## config.mk

```make
export PLATFORM = sky130hd
export DESIGN_NAME = wbu_stage_buffer
export DESIGN_NICKNAME = d
export VERILOG_FILES = /design/src/rtl/wbu_pkg.sv /design/src/rtl/wbu_way_fifo.sv /design/src/rtl/wbu_stage_buffer.sv
export SDC_FILE = /design/constraint.sdc
export NUM_CORES = 1
export LEC_CHECK = 0
export CORE_MARGIN = 1.5
export CORE_UTILIZATION = 50
export DETAILED_ROUTE_END_ITERATION = 12
export PLACE_DENSITY = 0.83
export SYNTH_ARGS = -nofsm -noshare
export SYNTH_HDL_FRONTEND = slang
export SYNTH_HIERARCHICAL = 1
export SYNTH_SLANG_ARGS = --single-unit
```

## constraint.sdc

```tcl
create_clock -name clk -period 4.3 [get_ports clk]
set_input_delay 0.86 -clock clk [delete_from_list [all_inputs] [get_ports clk]]
set_output_delay 0.86 -clock clk [all_outputs]
set_load 0.02 [all_outputs]
```

## src/rtl/wbu_pkg.sv

```systemverilog
// Shared types and default widths for the write-back stage buffer.
// Optional debug fields (inst, inst_addr) are carried when WBU_DEBUG_EN is defined.
package wbu_pkg;

    localparam int WBU_NUM_WAYS = 2;
    localparam int WBU_DEPTH    = 4;
    localparam int WBU_DATA_W   = 64;
    localparam int WBU_ADDR_W   = 5;
    localparam int WBU_PID_W    = 2;
    localparam int WBU_INST_W   = 32;

    // Write-back record at default widths; the top builds its own record
    // type from its parameters with the same field order.
    typedef struct packed {
        logic                  rd_we;
        logic [WBU_ADDR_W-1:0] rd_addr;
        logic [WBU_DATA_W-1:0] rd_data;
        logic [WBU_PID_W-1:0]  pid;
`ifdef WBU_DEBUG_EN
        logic [WBU_INST_W-1:0] inst;
        logic [WBU_INST_W-1:0] inst_addr;
`endif
    } wbu_rec_t;

endpackage

```

## src/rtl/wbu_way_fifo.sv

```systemverilog
// Single-way show-ahead FIFO of write-back records.
// Ready depends only on the registered count; head is read straight from storage.
module wbu_way_fifo
    import wbu_pkg::*;
#(
    parameter int  DEPTH = WBU_DEPTH,
    parameter type rec_t = wbu_rec_t,
    localparam int CNT_W = $clog2(DEPTH + 1),
    localparam int PTR_W = $clog2(DEPTH)
) (
    input  logic             clk,
    input  logic             reset_n,
    input  logic             flush,
    input  logic             in_valid,
    output logic             in_ready,
    input  rec_t             in_rec,
    output logic             out_valid,
    input  logic             out_ready,
    output rec_t             out_rec,
    output logic [CNT_W-1:0] count
);

    rec_t             mem [DEPTH];
    logic [PTR_W-1:0] wptr;
    logic [PTR_W-1:0] rptr;
    logic             push;
    logic             pop;

    assign in_ready  = (count != CNT_W'(DEPTH));
    assign out_valid = (count != '0);
    assign out_rec   = mem[rptr];
    assign push      = in_valid && in_ready;
    assign pop       = out_valid && out_ready;

    // Storage is not reset; a write during flush is harmless since wptr is cleared.
    always_ff @(posedge clk) begin
        if (push) begin
            mem[wptr] <= in_rec;
        end
    end

    // Pointer and occupancy tracking; flush overrides any push/pop.
    always_ff @(posedge clk or negedge reset_n) begin
        if (!reset_n) begin
            wptr  <= '0;
            rptr  <= '0;
            count <= '0;
        end else if (flush) begin
            wptr  <= '0;
            rptr  <= '0;
            count <= '0;
        end else begin
            if (push) begin
                wptr <= wptr + PTR_W'(1);
            end
            if (pop) begin
                rptr <= rptr + PTR_W'(1);
            end
            case ({push, pop})
                2'b10:   count <= count + CNT_W'(1);
                2'b01:   count <= count - CNT_W'(1);
                default: count <= count;
            endcase
        end
    end

endmodule

```

## src/rtl/wbu_stage_buffer.sv

```systemverilog
// N-way write-back stage buffer: one independent FIFO per way between the
// result stage and the register-file write port. Define WBU_DEBUG_EN to carry
// inst/inst_addr alongside each record.
module wbu_stage_buffer
    import wbu_pkg::*;
#(
    parameter int NUM_WAYS = WBU_NUM_WAYS,
    parameter int DEPTH    = WBU_DEPTH,
    parameter int DATA_W   = WBU_DATA_W,
    parameter int ADDR_W   = WBU_ADDR_W,
    parameter int PID_W    = WBU_PID_W
) (
    input  logic                                  clk,
    input  logic                                  reset_n,
    input  logic                                  flush_i,
    input  logic [NUM_WAYS-1:0]                   in_valid_i,
    output logic [NUM_WAYS-1:0]                   in_ready_o,
    input  logic [NUM_WAYS-1:0]                   rd_we_i,
    input  logic [NUM_WAYS*ADDR_W-1:0]            rd_addr_i,
    input  logic [NUM_WAYS*DATA_W-1:0]            rd_data_i,
    input  logic [NUM_WAYS*PID_W-1:0]             pid_i,
`ifdef WBU_DEBUG_EN
    input  logic [NUM_WAYS*32-1:0]                inst_i,
    input  logic [NUM_WAYS*32-1:0]                inst_addr_i,
    output logic [NUM_WAYS*32-1:0]                inst_o,
    output logic [NUM_WAYS*32-1:0]                inst_addr_o,
`endif
    output logic [NUM_WAYS-1:0]                   out_valid_o,
    input  logic [NUM_WAYS-1:0]                   out_ready_i,
    output logic [NUM_WAYS-1:0]                   rd_we_o,
    output logic [NUM_WAYS*ADDR_W-1:0]            rd_addr_o,
    output logic [NUM_WAYS*DATA_W-1:0]            rd_data_o,
    output logic [NUM_WAYS*PID_W-1:0]             pid_o,
    output logic [NUM_WAYS*$clog2(DEPTH+1)-1:0]   count_o,
    output logic                                  overflow_o
);

    localparam int CNT_W = $clog2(DEPTH + 1);

    typedef struct packed {
        logic              rd_we;
        logic [ADDR_W-1:0] rd_addr;
        logic [DATA_W-1:0] rd_data;
        logic [PID_W-1:0]  pid;
`ifdef WBU_DEBUG_EN
        logic [31:0]       inst;
        logic [31:0]       inst_addr;
`endif
    } rec_t;

    logic ovf_hit;

    for (genvar w = 0; w < NUM_WAYS; w++) begin : g_way
        rec_t in_rec;
        rec_t out_rec;

        assign in_rec.rd_we   = rd_we_i[w];
        assign in_rec.rd_addr = rd_addr_i[w*ADDR_W +: ADDR_W];
        assign in_rec.rd_data = rd_data_i[w*DATA_W +: DATA_W];
        assign in_rec.pid     = pid_i[w*PID_W +: PID_W];
`ifdef WBU_DEBUG_EN
        assign in_rec.inst      = inst_i[w*32 +: 32];
        assign in_rec.inst_addr = inst_addr_i[w*32 +: 32];
`endif

        wbu_way_fifo #(
            .DEPTH (DEPTH),
            .rec_t (rec_t)
        ) u_fifo (
            .clk       (clk),
            .reset_n   (reset_n),
            .flush     (flush_i),
            .in_valid  (in_valid_i[w]),
            .in_ready  (in_ready_o[w]),
            .in_rec    (in_rec),
            .out_valid (out_valid_o[w]),
            .out_ready (out_ready_i[w]),
            .out_rec   (out_rec),
            .count     (count_o[w*CNT_W +: CNT_W])
        );

        // Write enable must never leak from stale storage when the way is empty.
        assign rd_we_o[w]                    = out_rec.rd_we & out_valid_o[w];
        assign rd_addr_o[w*ADDR_W +: ADDR_W] = out_rec.rd_addr;
        assign rd_data_o[w*DATA_W +: DATA_W] = out_rec.rd_data;
        assign pid_o[w*PID_W +: PID_W]       = out_rec.pid;
`ifdef WBU_DEBUG_EN
        assign inst_o[w*32 +: 32]      = out_rec.inst;
        assign inst_addr_o[w*32 +: 32] = out_rec.inst_addr;
`endif
    end

    assign ovf_hit = (|(in_valid_i & ~in_ready_o)) & ~flush_i;

    // Sticky diagnostic: producer pushed against a full way; cleared only by reset.
    always_ff @(posedge clk or negedge reset_n) begin
        if (!reset_n) begin
            overflow_o <= 1'b0;
        end else if (ovf_hit) begin
            overflow_o <= 1'b1;
        end
    end

endmodule
```

==> results.py <==
metrics = {
    "logic_synthesis": {
        "synth.net_count": 1047,
        "netlist_area_um2": 21990,
        "ys_dominant_reg_cell": "edfxtp_1",
        "seq_area_frac_synth_pct": 80.36,
        "synth.area.top_cells": "edfxtp_1, mux4_2, dfrtp_1",
        "yosysMostFrequentCell": "edfxtp_1",
        "post-synth-top-area-cell": "edfxtp_1",
        "synthTopCellsByCount": "edfxtp_1, mux4_2, buf_2, buf_6, dfrtp_1",
        "synth_top_area_share_pct": 78.66,
        "yosysUniqueCellTypes": 45,
        "netlist_instances": 886,
        "synth_edf_count": 576,
        "postSynth.asyncResetShare_pct": 2.538,
        "ys_warn_count": 6,
        "ys_ff_latch": 591,
        "syn_area_per_cell_um2": 24.82,
    },
    "min_path": {
        "hold_class": "register to register",
        "holdPathStages": 1,
    },
    "cts": {
        "numClockSinks": 591,
        "clockBufferDepth": 3,
        "clk_pin_slew_ns": 0.06,
        "htree_levels": 2,
        "clkLatencyLatePin_ns": 0.61,
        "cts_tree": "yes",
        "post_cts_buffers": 0,
        "cts_buffers": 58,
        "cts_resized": 0,
        "hold_buffers": 0,
        "clockRootBuffer": "clkbuf_16",
    },
    "drt": {
        "drtIter0Drc": 804,
        "antenna_left": 0,
        "via_per_inst": 5.514,
        "vias": 10260,
        "firstDrtPassIters": 4,
        "finalWirelength_mm": 43.17,
        "wl_per_cell_um": 23.21,
        "route.detailed.drc": 0,
    },
    "power_and_ir_drop": {
        "p_comb_share_pct": 18.1,
        "switchingPower_mw": 3.466,
        "p_seq_share_pct": 48.3,
        "netSwitchingFraction_pct": 24.26,
        "power.share.clock_pct": 33.6,
        "p_int_mw": 10.82,
        "power_per_cell_area_nw_per_um2": 516.8,
        "leakage_nw": 8.769,
        "vdd_drop_max_uv": 460.8,
    },
    "sta": {
        "rsz0062_at_grt": "false",
        "finClkSkew_ns": 0.02078,
        "finalSetupViolCount": 0,
        "setup_tns_ns": 0,
        "min_period_ns": 3.738,
        "final_min_period_over_clock_period_pct": 86.93,
        "drv_slew": 0,
        "slew-limit-headroom_pct": 50.70,
        "fin_hold_ws_ns": 0.4775,
        "max_freq_mhz": 267.5,
        "timing_hold_violations_final": 0,
        "worst_pin_slew_ns": 0.7372,
    },
    "grt": {
        "grt_max_degree": 55,
        "grt_use_total_pct": 19.42,
        "globalRouteOverflowTotal": 0,
        "grt_pass1_wl_mm": 64.80,
        "grt_pass1_vias": 10880,
        "antenna_found_initial": 5,
    },
    "floorplan": {
        "die_y_um": 212.7,
        "die-area_um2": 45250,
        "num_rows": 76,
        "io_pins": 306,
        "start_util_pct": 50.82,
        "die_x_um": 212.7,
        "core_um2": 43270,
    },
    "cells_and_area": {
        "finalNetCount": 1396,
        "area_growth_pct": 25.74,
        "drive_gt1_share_pct": 20.57,
    },
    "worst_setup_path": {
        "crit_path_max_fanout": 25,
        "max_stage_delay_ns": 0.75,
        "ff2ff_path_depth": 7,
        "cp-start-kind": "register",
        "cp_slowest_cell": "dfrtp_4",
        "worst_setup_path_end_kind": "output port",
        "critical_path_class": "register to output port",
        "cp_data_arrival_time_ns": 2.88,
        "critPathRequiredTime_ns": 3.44,
        "path_cells": "buf_4 > mux4_2 > clkdlybuf4s50_1",
    },
    "outcome": {
        "status": "finished, final reports clean",
    },
    "place": {
        "dp.final_hpwl_mm": 27.27,
        "io_buffers": 305,
        "place_congestion": 0.7512,
    },
    "job": {
        "maxCapViolations": 0,
    },
}
==> placed cells by master, fill, tap and decap left out, types with 11 or more instances in the layout <==
master           instances
clkdlybuf4s50_1        305
buf_12                  11
edfxtp_1               576
inv_1                   11
mux4_2                 144
clkbuf_1                12
clkinv_1                11
dfrtp_1                 11
clkbuf_16               59
buf_4                   14
==> power groups by stage <==
stage	sequential (mW)	combinational (mW)	clock, mW
floorplan	6.94	1.51	0
global placement	7.00	2.58	0
detailed placement	7.03	2.60	0
CTS	6.91	2.62	4.92
global route	6.94	2.74	5.13
finish	6.90	2.58	4.80
==> worst paths after layout <==
kind                                           from                        to  slack (ns)
max                         g_way[0].u_fifo/rptr[0]             rd_data_o[21]        0.56
min                                      overflow_o                overflow_o        0.48
max reg2reg                g_way[0].u_fifo/count[2]  g_way[0].u_fifo/count[2]        1.88
min reg2reg                              overflow_o                overflow_o        0.48
max in group asynchronous                   reset_n   g_way[0].u_fifo/rptr[0]        3.06
min in group asynchronous                   reset_n  g_way[0].u_fifo/count[0]        0.69
==> registers in the layout, summed over array words and instances, names as in the netlist <==
| name | flops |
|---|---|
| g_way.u_fifo/mem | 576 |
| overflow_o | 1 |
| g_way.u_fifo/rptr | 4 |
| g_way.u_fifo/count | 6 |
| g_way.u_fifo/wptr | 4 |
==> layout make-up <==
cell class	count	area (um^2)
clock buffer	71	1521
antenna	1	2.502
inverter	11	41.29
clock inverter	28	287.8
multi-input combinational	243	3999
fill	2758	15620
tap	585	732.0
timing repair buffer	330	3378
sequential	591	17690
==> logic make-up after synthesis <==
kind of cell | after synthesis | synth area share, %
XOR/XNOR | 7 | 0.2788
multiplexers | 145 | 14.79
buffers and inverters | 52 | 1.587
AO/OA/AOI/OAI | 33 | 1.075
adder cells (fa/ha/maj) | 10 | 0.6373
AND/OR/NAND/NOR | 48 | 1.263
flip-flops | 591 | 80.36
==> per-layer routing <==
metal	wire (um)	track usage, %	part of all wire (%)
met4	870	5.918	2.0
met5	57	0	0.13
met1	16510	24.48	38
met3	4817	7.869	11
met2	20910	31.09	48
==> stage by stage <==
step,utilization [%],std cells,instance area (um^2),setup WS [ns],power [mW]
2_1_floorplan,-,886,21990,0.9924,8.451
3_3_place_gp,59.72,1760,25840,0.9757,9.573
3_5_place_dp,59.72,1760,25840,0.9227,9.627
4_1_cts,63.90,1859,27650,0.4610,14.46
5_1_grt,63.90,1859,27650,0.4023,14.81
6_report,63.90,1860,27650,0.5620,14.29
==> critical path: cells and delay by family, from the launching register on <==
kind                   cells  cell delay, ns
flip-flops                 1            0.75
multiplexers               1            0.54
buffers and inverters      2            0.95
No activity file was read; power rests on OpenSTA's default activity.
==> edit: new RTL, config.mk and constraints unchanged <==
Make the reset (`reset_n`) synchronous in 2 clocked blocks.
--- a/src/rtl/wbu_way_fifo.sv
+++ b/src/rtl/wbu_way_fifo.sv
@@ -42,3 +42,3 @@
     // Pointer and occupancy tracking; flush overrides any push/pop.
-    always_ff @(posedge clk or negedge reset_n) begin
+    always_ff @(posedge clk) begin
         if (!reset_n) begin
--- a/src/rtl/wbu_stage_buffer.sv
+++ b/src/rtl/wbu_stage_buffer.sv
@@ -95,3 +95,3 @@
     // Sticky diagnostic: producer pushed against a full way; cleared only by reset.
-    always_ff @(posedge clk or negedge reset_n) begin
+    always_ff @(posedge clk) begin
         if (!reset_n) begin
Behaviour: differs if reset_n is asserted again (counterexample within 4 cycles, from zero or initial values and one cycle with reset_n low); with reset_n held inactive, the same outputs for 4 cycles.
==> edit against the original RTL <==
  * Cell count decreased by 0.43%
  * Global-route usage about the same
  * Routed wire length increased by 0.48%
  * Sequential cell count increased by 4
  * Die area decreased by 1.1%
  * Area after synthesis decreased by 1.1%
  * Synthesized cell count decreased by 2.6%
  * Cell area decreased by 0.59%
  * Hold slack improved by 0.016 ns
  * Setup slack improved by 0.047 ns
Power is not compared: it rests on default switching activity, and its combinational part moved more than twofold at a synthesized area within 25%.
==> edit: results <==
{
  "met3_length_mm": 2.31,
  "r2r_slack_ns": 1.67,
  "r2r_cells": 8,
  "cp.arrival_ns": 2.83,
  "rr_startpoint": "g_way[0].u_fifo/count[2]",
  "reg2reg_to": "g_way[0].u_fifo/count[2]",
  "grtUsageMet1": 0.251,
  "wl_met1_mm": 16.9,
  "synth_top_area_share": 0.795,
  "clk-insertion-delay-late_ns": 0.59,
  "yosys-top-cells-count": "576 x edfxtp_1, 144 x mux4_2, 19 x dfxtp_1",
  "multi_input_area_um2": 3840,
  "grt_pass1_wl_mm": 64.8,
  "dr_wl_met2_mm": 22.8,
  "met2_usage": 0.329,
  "detail_route.vias_per_cell": 5.52,
  "gr-usage-all-layers": 0.195,
  "postSynthCellCount": 863,
  "first_global_vias": 10600,
  "tightest_slew_ns": 0.794,
  "dr.pass1.iters": 5,
  "syn_nets": 1026,
  "fillers": 2795,
  "wl_per_cell_um": 23.4,
  "crit_path_max_fanout": 25,
  "holdCritStartpoint": "overflow_o",
  "nets": 1381,
  "dp_cells": 1744,
  "synth-async-reset-ratio": 0,
  "fin_hold_ws_ns": 0.494,
  "gp_congestion": 0.792,
  "status": "finished clean",
  "max_stage_delay_ns": 0.67,
  "finalNonFillerCells": 1852,
  "place_area_um2": 25700,
  "hpwl_mm": 26.7,
  "min_to": "overflow_o",
  "initialDrtViolationCount": 769,
  "yosysUniqueCellTypes": 29,
  "skew_ns": 0.0182,
  "place_ws_ns": 1.20,
  "cts_made_buffers": 57
}
[edit: layout make-up]
type,count,share of cell area
clock inverter,37,0.0117
multi-input combinational,224,0.140
sequential,595,0.643
inverter,10,0.00137
tap,585,0.0266
antenna,3,0.000273
clock buffer,68,0.0534
timing repair buffer,330,0.123
[edit: how the worst max path moves through the flow]
stage	startpoint	endpoint	slack, ns	depth (start not counted)
after CTS	flop	rd_data_o[116]	0.51	3
after detailed placement	flop	pid_o[2]	1.20	3
final	flop	rd_data_o[116]	0.61	3
after global placement	flop	rd_data_o[119]	1.23	3
after floorplan	g_way[0].u_fifo/count[2]	g_way[0].u_fifo/count[2]	1.86	9
after global routing	flop	rd_data_o[116]	0.43	3
[edit: kinds of logic after synthesis]
family	Yosys count	synth area share
DFF	595	0.813
muxes	146	0.150
buffers and inverters	44	0.0109
and+or+nand+nor	44	0.0113
AOI/OAI and AO/OA	14	0.00449
adders and majority gates	12	0.00759
xor gates and xnor gates	8	0.00322
